$ cat config.mk
export PLATFORM = sky130hd
export DESIGN_NAME = truth_table_sequencer
export DESIGN_NICKNAME = d
export VERILOG_FILES = /design/src/rtl/truth_table_sequencer.sv
export SDC_FILE = /design/constraint.sdc
export NUM_CORES = 1
export LEC_CHECK = 0
export ABC_AREA = 0
export CAP_MARGIN = 20
export CORE_AREA = 2 2 53 55
export DETAILED_ROUTE_END_ITERATION = 7
export DIE_AREA = 0 0 55 57
export PLACE_DENSITY = 0.58
export SLEW_MARGIN = 20
export SYNTH_ARGS = -nofsm -noshare
export SYNTH_HDL_FRONTEND = slang
export SYNTH_SLANG_ARGS = --single-unit
$ cat constraint.sdc
create_clock -name clk -period 1.97 [get_ports clk]
set_clock_uncertainty 0.15 [all_clocks]
set_input_delay 0.2955 -clock clk [delete_from_list [all_inputs] [get_ports clk]]
set_output_delay 0.2955 -clock clk [all_outputs]
set_load 0.02 [all_outputs]
$ cat src/rtl/truth_table_sequencer.sv
// truth_table_sequencer
//   Self-test controller for small combinational lab units. On start it walks
//   every input pattern 0..2**IN_W-1 onto the unit. Each pattern is held for
//   SETTLE cycles and then sampled in a single compare cycle. The sequencer
//   counts mismatches against a golden model and records the first failing
//   pattern.
//
// Ports
//   clk         in   1        system clock, rising edge
//   reset       in   1        synchronous, active-high
//   start       in   1        begin a sweep (level, honoured in idle/done only)
//   dut_in      out  IN_W     pattern driven to the unit under test
//   dut_out     in   OUT_W    unit response
//   exp_out     in   OUT_W    golden-model response to dut_in
//   busy        out  1        sweep in progress
//   done        out  1        sweep finished, results held
//   pass        out  1        done with zero mismatches
//   err_count   out  IN_W+1   number of mismatching patterns
//   first_fail  out  IN_W     first mismatching pattern, valid with fail_valid
//   fail_valid  out  1        at least one mismatch seen this sweep

module truth_table_sequencer #(
    parameter int unsigned IN_W   = 3,
    parameter int unsigned OUT_W  = 1,
    parameter int unsigned SETTLE = 4
) (
    input  logic              clk,
    input  logic              reset,
    input  logic              start,
    output logic [IN_W-1:0]   dut_in,
    input  logic [OUT_W-1:0]  dut_out,
    input  logic [OUT_W-1:0]  exp_out,
    output logic              busy,
    output logic              done,
    output logic              pass,
    output logic [IN_W:0]     err_count,
    output logic [IN_W-1:0]   first_fail,
    output logic              fail_valid
);

    localparam int unsigned CntW = (SETTLE > 1) ? $clog2(SETTLE) : 1;
    localparam logic [CntW-1:0] CntLast = CntW'(SETTLE - 1);

    typedef enum logic [1:0] {
        StIdle,
        StSettle,
        StCheck,
        StDone
    } state_e;

    state_e            state_q, state_d;
    logic [IN_W-1:0]   dut_in_q, dut_in_d;
    logic [CntW-1:0]   cnt_q, cnt_d;
    logic [IN_W:0]     err_count_q, err_count_d;
    logic [IN_W-1:0]   first_fail_q, first_fail_d;
    logic              fail_valid_q, fail_valid_d;

    always_comb begin
        state_d      = state_q;
        dut_in_d     = dut_in_q;
        cnt_d        = cnt_q;
        err_count_d  = err_count_q;
        first_fail_d = first_fail_q;
        fail_valid_d = fail_valid_q;

        unique case (state_q)
            // A new sweep from either resting state wipes all previous results.
            StIdle, StDone: begin
                if (start) begin
                    state_d      = StSettle;
                    dut_in_d     = '0;
                    cnt_d        = '0;
                    err_count_d  = '0;
                    first_fail_d = '0;
                    fail_valid_d = 1'b0;
                end
            end
            StSettle: begin
                if (cnt_q == CntLast) begin
                    state_d = StCheck;
                end else begin
                    cnt_d = cnt_q + CntW'(1);
                end
            end
            StCheck: begin
                if (dut_out != exp_out) begin
                    // Cannot overflow: at most 2**IN_W mismatches fit in IN_W+1 bits.
                    err_count_d = err_count_q + (IN_W+1)'(1);
                    if (!fail_valid_q) begin
                        first_fail_d = dut_in_q;
                        fail_valid_d = 1'b1;
                    end
                end
                if (dut_in_q == {IN_W{1'b1}}) begin
                    state_d = StDone;
                end else begin
                    dut_in_d = dut_in_q + IN_W'(1);
                    cnt_d    = '0;
                    state_d  = StSettle;
                end
            end
            default: state_d = StIdle;
        endcase
    end

    always_ff @(posedge clk) begin
        if (reset) begin
            state_q      <= StIdle;
            dut_in_q     <= '0;
            cnt_q        <= '0;
            err_count_q  <= '0;
            first_fail_q <= '0;
            fail_valid_q <= 1'b0;
        end else begin
            state_q      <= state_d;
            dut_in_q     <= dut_in_d;
            cnt_q        <= cnt_d;
            err_count_q  <= err_count_d;
            first_fail_q <= first_fail_d;
            fail_valid_q <= fail_valid_d;
        end
    end

    always_comb begin
        dut_in     = dut_in_q;
        busy       = (state_q == StSettle) || (state_q == StCheck);
        done       = (state_q == StDone);
        pass       = (state_q == StDone) && (err_count_q == '0);
        err_count  = err_count_q;
        first_fail = first_fail_q;
        fail_valid = fail_valid_q;
    end

endmodule
# == Word level (Yosys, flattened, before mapping) ==
# Index checks and enable logic that the tools add are counted.
# op_classes
mul,0
div_mod_pow,0
shift,0
n_reduce_logical,11
n_eq_ne,12
n_bitwise,0
n_lt_le_gt_ge,0
n_mux,20
addsub,3
# ops
op,count
2-bit 2-to-1 mux,6
3-bit 2-to-1 mux,4
2-bit inequality test (second input constant),6
2-bit case mux with 3 select lines,2
3-bit case mux with 2 select lines,2
3-bit AND reduction,3
4-bit 2-to-1 mux,2
4-bit case mux with 2 select lines,1
2-bit equality test (second input constant),3
4-bit by 1-bit adder with 4-bit output (second input constant),1
4-bit logical NOT,1
4-bit AND reduction,1
3-bit by 1-bit adder with 3-bit output (second input constant),1
3-bit equality test (second input constant),1
2-bit by 1-bit adder with 2-bit output (second input constant),1
2-bit by 1-bit equality test with 1-bit output (second input constant),1
2-bit logical NOT,1
1-bit 2-to-1 mux,2
1-bit case mux with 2 select lines,1
2-bit AND reduction,1
2-bit nonzero test,1
2-bit OR reduction,1
1-bit logical AND,1
1-bit logical OR,1
1-bit inequality test,1
# word_totals
regBits,15
mem_bits_ro,0
mem_bits_rw,0
word_cells,52
memories,0
latchBits,0

# == Depth between registers and ports, before layout ==
# Gate-level depths: netlist of run 1.
# logic_depth
word_depth,4
depth_mapped,7
mapped_depth_nobuf,6

# == Worst setup path before layout of run 1 ==
# No wires, ideal clock.
# synth_timing
path_type,register to register
startpoint,register state_q[0]
endpoint,"register err_count_q[0], in the netlist err_count[0]"
path_slack_ps,229
setup_ps,87
arrival_ps,1504
n_path_buf,0
path_stages_with_launch,7
t_required_ps,1733
cell_sequence,dfxtp_1 > inv_1 > ha_1 > mux2i_2 > a21oi_2 > or3_1 > o31ai_1
# synth_via
elab_chain_cells,4
# synth_rtl
element,line_no,source
start: declaration,51,"state_e state_q, state_d;"
start signal: assignment,108,state_q <= StIdle;
start signal: assignment,115,state_q <= state_d;
2-bit equality test / 2-bit logical NOT (equally long branches),66,unique case (state_q)
2-bit OR reduction,66,
2-bit inequality test (no source line) / 2-bit nonzero test (equally long branches),n/a,
3-bit AND reduction (no source line),n/a,
end signal: assignment,118,err_count_q <= err_count_d;
end: declaration,54,"logic [IN_W:0] err_count_q, err_count_d;"
# Several ways; a longest one is shown, not always the timed one.
# A chain may end at the register's enable or synchronous reset.

# == Worst setup path after layout of run 1 ==
# layout_timing
startpoint,register state_q[0]
endpoint,output port busy
# layout_via
elab_chain_cells,2
# layout_rtl
element,line_no,source
2-bit by 1-bit equality test with 1-bit output / 2-bit equality test (equally long branches),126,busy = (state_q == StSettle) || (state_q == StCheck);
1-bit logical OR *,126,
end: declaration,33,"output logic busy,"
# Mark *: on every way between the ends. The rest lies on a longest branch, timed or not.

==> results of run 1 <==
## power groups by stage
| stage | logic [mW] | clock network [mW] | registers, mW |
|---|---|---|---|
| floorplan | 0.0815 | 0 | 0.321 |
| global placement | 0.117 | 0 | 0.322 |
| detailed placement | 0.119 | 0 | 0.323 |
| CTS | 0.118 | 0.186 | 0.317 |
| global route | 0.135 | 0.205 | 0.318 |
| finish | 0.122 | 0.177 | 0.317 |
## metrics by stage
step	instance area (µm²)	utilization	total power [mW]	hold slack [ns]	setup WS, ns
2_1_floorplan	868.3	-	0.4030	0.3315	0.2290
3_3_place_gp	1091	0.4172	0.4388	0.3100	0.08443
3_5_place_dp	1091	0.4172	0.4424	0.3155	0.05090
4_1_cts	1116	0.4268	0.6212	0.3315	0.05913
5_1_grt	1132	0.4330	0.6576	0.3420	0.01092
6_report	1132	0.4330	0.6161	0.3249	0.09824
## worst max path at each step
stage               startpoint            end  cells past startpoint
floorplan           state_q[0]   err_count[0]                      6
global placement    state_q[0]           busy                      4
detailed placement  state_q[0]   err_count[3]                      7
CTS                 state_q[0]           busy                      4
global route        state_q[0]  first_fail[1]                      7
finish              state_q[0]           busy                      4
## cell type report
class / instances / share of cell area
repair buffers: 22 / 0.1823
flip-flops and latches: 15 / 0.2685
well taps: 31 / 0.03425
inverters: 6 / 0.01989
clock buffers: 3 / 0.01989
clock inverters: 1 / 0.004420
multi-input cells: 70 / 0.4707
## worst max-delay path, cell delays in order (launching register included)
cell and delay, ns:
dfxtp_4 0.38, inv_1 0.06, ha_1 0.30, inv_1 0.08, dlygate4sd2_1 0.33
## layout by cell type (no fill, tap or decap), drive strengths merged, types with 2 or more instances in the layout
cell type	count
a21oi	12
buf	4
clkbuf	3
clkdlybuf4s50	15
dfxtp	15
dlygate4sd2	3
ha	10
inv	6
mux2i	3
nand2	8
nand2b	5
nand3	6
nand3b	2
nor2	4
nor2b	4
o21ai	2
or3	2
## cell families after synthesis
kind of cell,synth area share
mux,0.03890
compound gates,0.1888
fa+ha+maj,0.1441
simple gates,0.2075
flops,0.3458
buf+inv,0.05620
xor+xnor,0.01874
## registers in the layout (all words and copies together) (netlist names)
register	count
cnt_q	2
dut_in	3
err_count	4
fail_valid	1
first_fail	3
state_q	2
## metal layers
| metal | track usage | part of all wire | vias up |
|---|---|---|---|
| met3 | 0.02618 | 0.045 | 4 |
| li1 | - | - | 376 |
| met4 | 0.05226 | 0.0096 | 0 |
| met5 | 0 | 0 | - |
| met1 | 0.1763 | 0.49 | 350 |
| met2 | 0.2041 | 0.45 | 16 |
==> impl_summary.txt, run 1 <==
----------------------------------------------------
[Global routing]
  Pin count of the biggest net entering global routing ... 10
  Leftover overflow at the end of global routing ... 0
  Total global routing track utilization ... 0.1314
  Number of antenna violations at the first check in global routing ... 0
  Via count of the first global-routing pass ... around 710
  First-pass GRT wire length ... ~3000 µm

[Cells and area]
  Filler-free cell count of the finished design ... roughly 150
  # nets final ... 133
  Footprint of the flip-flops and latches ... 304.0 µm²
  Fill cell total of the finished layout ... between 200 and 300
  Fraction of final layout cells with drive strength greater than 1 ... 0.1368
  Area taken by multi-input logic gates ... 533.0 µm²
  P&R area growth vs syn ... 30.40%
  Antenna Diode Count ... 0

[Place]
  Dpl cells ... 144
  Placer's final routability congestion estimate ... 0.7638
  Placed wire-length estimate ... around 1400 µm
  Number of buffers added on ports ... 18

[Floorplan]
  Width of the die ... roughly 55 µm
  Num rows ... 19
  Count of boundary I/O pins ... 19
  Die area ... 3135 µm²
  Core Footprint ... 2615 µm²
  Starting density of the core ... 0.3321
  Die Y-Extent ... 57 µm

[Power and ir drop]
  Combinational Power Share ... 0.198
  Net Sw Frac ... 0.2827
  Total power density per cell area ... 544.1 nW/µm²
  Cell Int Power ... 0.4419 mW
  Share of power burned in the clock network ... 0.288
  Max rail drop VDD ... ~300 µV
  Share of power burned in registers ... 0.515
  Net switching power ... 0.1742 mW
  Leakage power summed over all cells ... 0.4399 nW

[Yosys]
  Sequential share of the synthesized area ... 0.3458
  Ys Warns ... 0
  Count of distinct cell types in the synthesized netlist ... 31
  Number of standard cells after synthesis ... 95
  Top cells by area, synth ... dfxtp_1 (35%), ha_1 (14%), a21oi_1 (6.3%)
  Most frequent cell after synthesis ... dfxtp_1
  Average instance area after synthesis ... roughly 9.1 µm²
  Async set-or-reset flop fraction in the synthesized netlist ... 0
  Top cell types by occurrence after synthesis ... dfxtp_1 (15), a21oi_1 (11), ha_1 (10)
  Synth top area share ... 0.3458
  Total nets after synthesis ... 110
  Post-synthesis cell area ... 868.3 µm²
  Number of synthesized flops with an enable pin ... 0
  Most used DFF post-synth ... dfxtp_1
  Number of storage elements in the synthesis netlist ... 15
  Cell type with the largest total area after synthesis ... dfxtp_1

[Clock tree]
  Count of buffers added by post-CTS timing repair for setup ... 0
  Number of H-tree levels ... 1
  Resize count post-CTS ... 4
  Sinks on Clock Net ... 15
  Clk_lat worst skew ... around 0.28 ns
  CTS clock-pin slew for the worst setup and hold paths ... 0.09 ns
  TritonCTS buffer count ... 3
  Total of hold buffers inserted after clock tree synthesis ... 0
  Clock Root Buffer ... clkbuf_4
  Maximum buffer depth of the clock tree ... 2
  CTS tree ... done

[Worst hold path]
  Type of the tightest min-delay check ... reg -> reg
  Worst min-delay path startpoint ... first_fail[1]
  Number of cells on the worst hold path ... 2
  Hold Path Sink ... first_fail[1]

[STA]
  Max-slew headroom at the worst pin ... 0.7228
  Period utilisation layout ... 0.9501
  Tightest Pin Transition ... approximately 0.42 ns
  TNS Setup ... 0 ns
  Number of endpoints failing setup at the final stage ... 0
  Pins Over Slew Limit ... 0
  Max Freq ... about 530 MHz
  Number of hold-slack violations in the final timing report ... 0
  RSZ-0062 raised after global routing ... no
  Crit path time final ... 1.872 ns

[Setup path]
  Capturing point of the worst reg2reg path ... err_count[3]
  CP startpoint kind ... register
  Number of cells on the worst reg-to-reg path ... 7
  Register-to-register setup slack ... 0.14 ns
  Critical path required time ... 1.52 ns
  Endpoint arrival time on the critical path ... around 1.4 ns
  Category of the most critical setup path ... reg -> out
  CP max FO ... 5
  Startpoint of the lowest-slack register-to-register path ... state_q[0]
  Endpoint kind of the worst setup timing path ... primary output

[Detailed routing]
  Initial drt markers ... 15
  Number of vias in the routed layout ... 746
  Via/cell ratio ... 5.041
  First-pass iteration count of the detailed router ... 4
  Total detailed-routing wirelength ... 1772 µm
  Final antenna-violating net count ... 0
  Number of DRC violations after detailed routing ... 0
  Detailed-route wire length per cell ... between 10 and 15 µm

[Job]
  Max capacitance violation total ... 0

[Run status]
  Run status ... complete, no violations

----------------------------------------------------
Power figures use the tool's default switching activity.
==> inputs of run 2 (changes only) <==
==> constraint.sdc (replaced) <==
create_clock -name clk -period 2.1 [get_ports clk]
set_clock_uncertainty 0.15 [all_clocks]
set_input_delay 0.315 -clock clk [delete_from_list [all_inputs] [get_ports clk]]
set_output_delay 0.315 -clock clk [all_outputs]
set_load 0.02 [all_outputs]
==> impl_summary.txt, run 2 (same netlist as run 1, synthesis figures left out) <==
----------------------------------------------------
[Run status]
  Run status ... complete, no violations

[Clock tree]
  Clk_lat worst skew ... 0.29 ns
  Number of H-tree levels ... 1
  Total of hold buffers inserted after clock tree synthesis ... 0
  Sinks on Clock Net ... 15
  TritonCTS buffer count ... 3
  Clock Root Buffer ... clkbuf_4
  CTS clock-pin slew for the worst setup and hold paths ... approximately 0.10 ns
  CTS tree ... done
  Maximum buffer depth of the clock tree ... 2
  Resize count post-CTS ... 2
  Count of buffers added by post-CTS timing repair for setup ... 0

[Cells and area]
  Most common cell after layout, fill and taps aside ... clkdlybuf4s50_1
  Antenna Diode Count ... 0
  Final standard cell area without fillers ... ~1100 µm²
  Most frequent cells in the layout ... clkdlybuf4s50_1 (16), dfxtp_1 (15), a21oi_1 (11), ha_1 (10), nand2_1 (8)
  Fraction of final layout cells with drive strength greater than 1 ... 0.09565
  Number of flip-flops in the largest register ... 4
  # nets final ... approximately 130
  P&R area growth vs syn ... 26.80%
  Filler-free cell count of the finished design ... roughly 150

[Floorplan]
  Count of boundary I/O pins ... 19
  Width of the die ... 55 µm
  Die Y-Extent ... 57 µm
  Starting density of the core ... 0.3321
  Num rows ... 19
  Core Footprint ... 2615 µm²
  Die area ... approximately 3100 µm²

[STA]
  Max Freq ... 507.3 MHz
  Crit path time final ... ~2.0 ns
  TNS Setup ... 0 ns
  Max-slew headroom at the worst pin ... 0.6915
  Pins Over Slew Limit ... 0
  Period utilisation layout ... 0.9387
  Tightest Pin Transition ... 0.4627 ns
  Number of hold-slack violations in the final timing report ... 0
  Number of endpoints failing setup at the final stage ... 0
  RSZ-0062 raised after global routing ... no

[Place]
  Placer's final routability congestion estimate ... between 0.7 and 0.8
  Cell area after placement ... 1076 µm²
  Dpl cells ... 142
  Number of buffers added on ports ... 18
  Placed wire-length estimate ... 1285 µm

[Global routing]
  Leftover overflow at the end of global routing ... 0
  First-pass GRT wire length ... 2967 µm
  Total global routing track utilization ... 0.1268
  Via count of the first global-routing pass ... 707
  Number of antenna violations at the first check in global routing ... 0
  Pin count of the biggest net entering global routing ... 15

[Detailed routing]
  Initial drt markers ... 6
  Number of vias in the routed layout ... 737
  Total detailed-routing wirelength ... between 1500 and 2000 µm
  First-pass iteration count of the detailed router ... 3
  Detailed-route wire length per cell ... 11.61 µm
  Via/cell ratio ... 5.048
  Final antenna-violating net count ... 0
  Number of DRC violations after detailed routing ... 0

[Power and ir drop]
  Max rail drop VDD ... 311.6 µV
  Net switching power ... 0.1631 mW
  Post-layout power ... 0.5726 mW
  Combinational Power Share ... 0.187
  Share of power burned in the clock network ... 0.296
  Cell Int Power ... 0.4095 mW
  Leakage power summed over all cells ... 0.4232 nW
  Share of power burned in registers ... 0.517
  Total power density per cell area ... 520.0 nW/µm²
  Net Sw Frac ... 0.2849

[Setup path]
  Endpoint kind of the worst setup timing path ... primary output
  CP max FO ... 5
  Critical path required time ... 1.63 ns
  CP startpoint kind ... register
  Category of the most critical setup path ... reg -> out
  Endpoint arrival time on the critical path ... around 1.5 ns

[Job]
  Max capacitance violation total ... 0

[Worst hold path]
  Type of the tightest min-delay check ... reg -> reg

----------------------------------------------------
==> run 2: cell types whose count changed in the layout (fill, tap and decap cells not counted), sizes merged <==
cell           delta
clkdlybuf4s50     +1
dlygate4sd2       -1
buf               -2
==> run 2: area by class of cell <==
| type | count | area [µm²] |
|---|---|---|
| clock inverter | 1 | 5.005 |
| timing repair buffer | 20 | 192.7 |
| sequential | 15 | 300.3 |
| clock buffer | 3 | 22.52 |
| fill | 280 | 1514 |
| multi-input combinational | 70 | 519.2 |
| inverter | 6 | 22.52 |
| tap | 31 | 38.79 |
==> run 2: critical path, cell delays in order, from the launching register on <==
cell	delay (ns)
dfxtp_1	0.41
ha_1	0.21
clkdlybuf4s50_1	0.61
==> run 2: path summary, 6_finish.rpt <==
kind / from / slack [ns] / endpoint / depth (start not counted)
hold reg to reg: first_fail[0] / 0.32 / first_fail[0] / 2
setup reg to reg: state_q[0] / 0.18 / err_count[0] / 7
hold / removal: first_fail[0] / 0.32 / first_fail[0] / 2
setup / recovery: state_q[0] / 0.13 / done / 2
==> run 2: power by group through the flow <==
stage	Combinational [mW]	Clock (mW)	Sequential, mW
after floorplan	0.0765	0	0.302
after global placement	0.109	0	0.302
after detailed placement	0.110	0	0.303
after CTS	0.109	0.175	0.296
after global routing	0.120	0.193	0.297
final	0.107	0.169	0.296
==> run 2: per-layer routing <==
layer / routed length [µm] / track usage / vias up
met3: 76 / 0.02356 / 5
met5: 0 / 0 / -
met4: 35 / 0.06272 / 0
met1: 797 / 0.1716 / 343
li1: - / - / 372
met2: 785 / 0.1905 / 17
==> run 2: through the flow <==
step	util	hold WS, ns	setup slack, ns
6_report	0.4211	0.3200	0.1287
5_1_grt	0.4211	0.3471	0.01840
3_5_place_dp	0.4115	0.3064	0.1782
4_1_cts	0.4211	0.3226	0.1085
2_1_floorplan	-	0.3315	0.3590
3_3_place_gp	0.4115	0.3094	0.2066
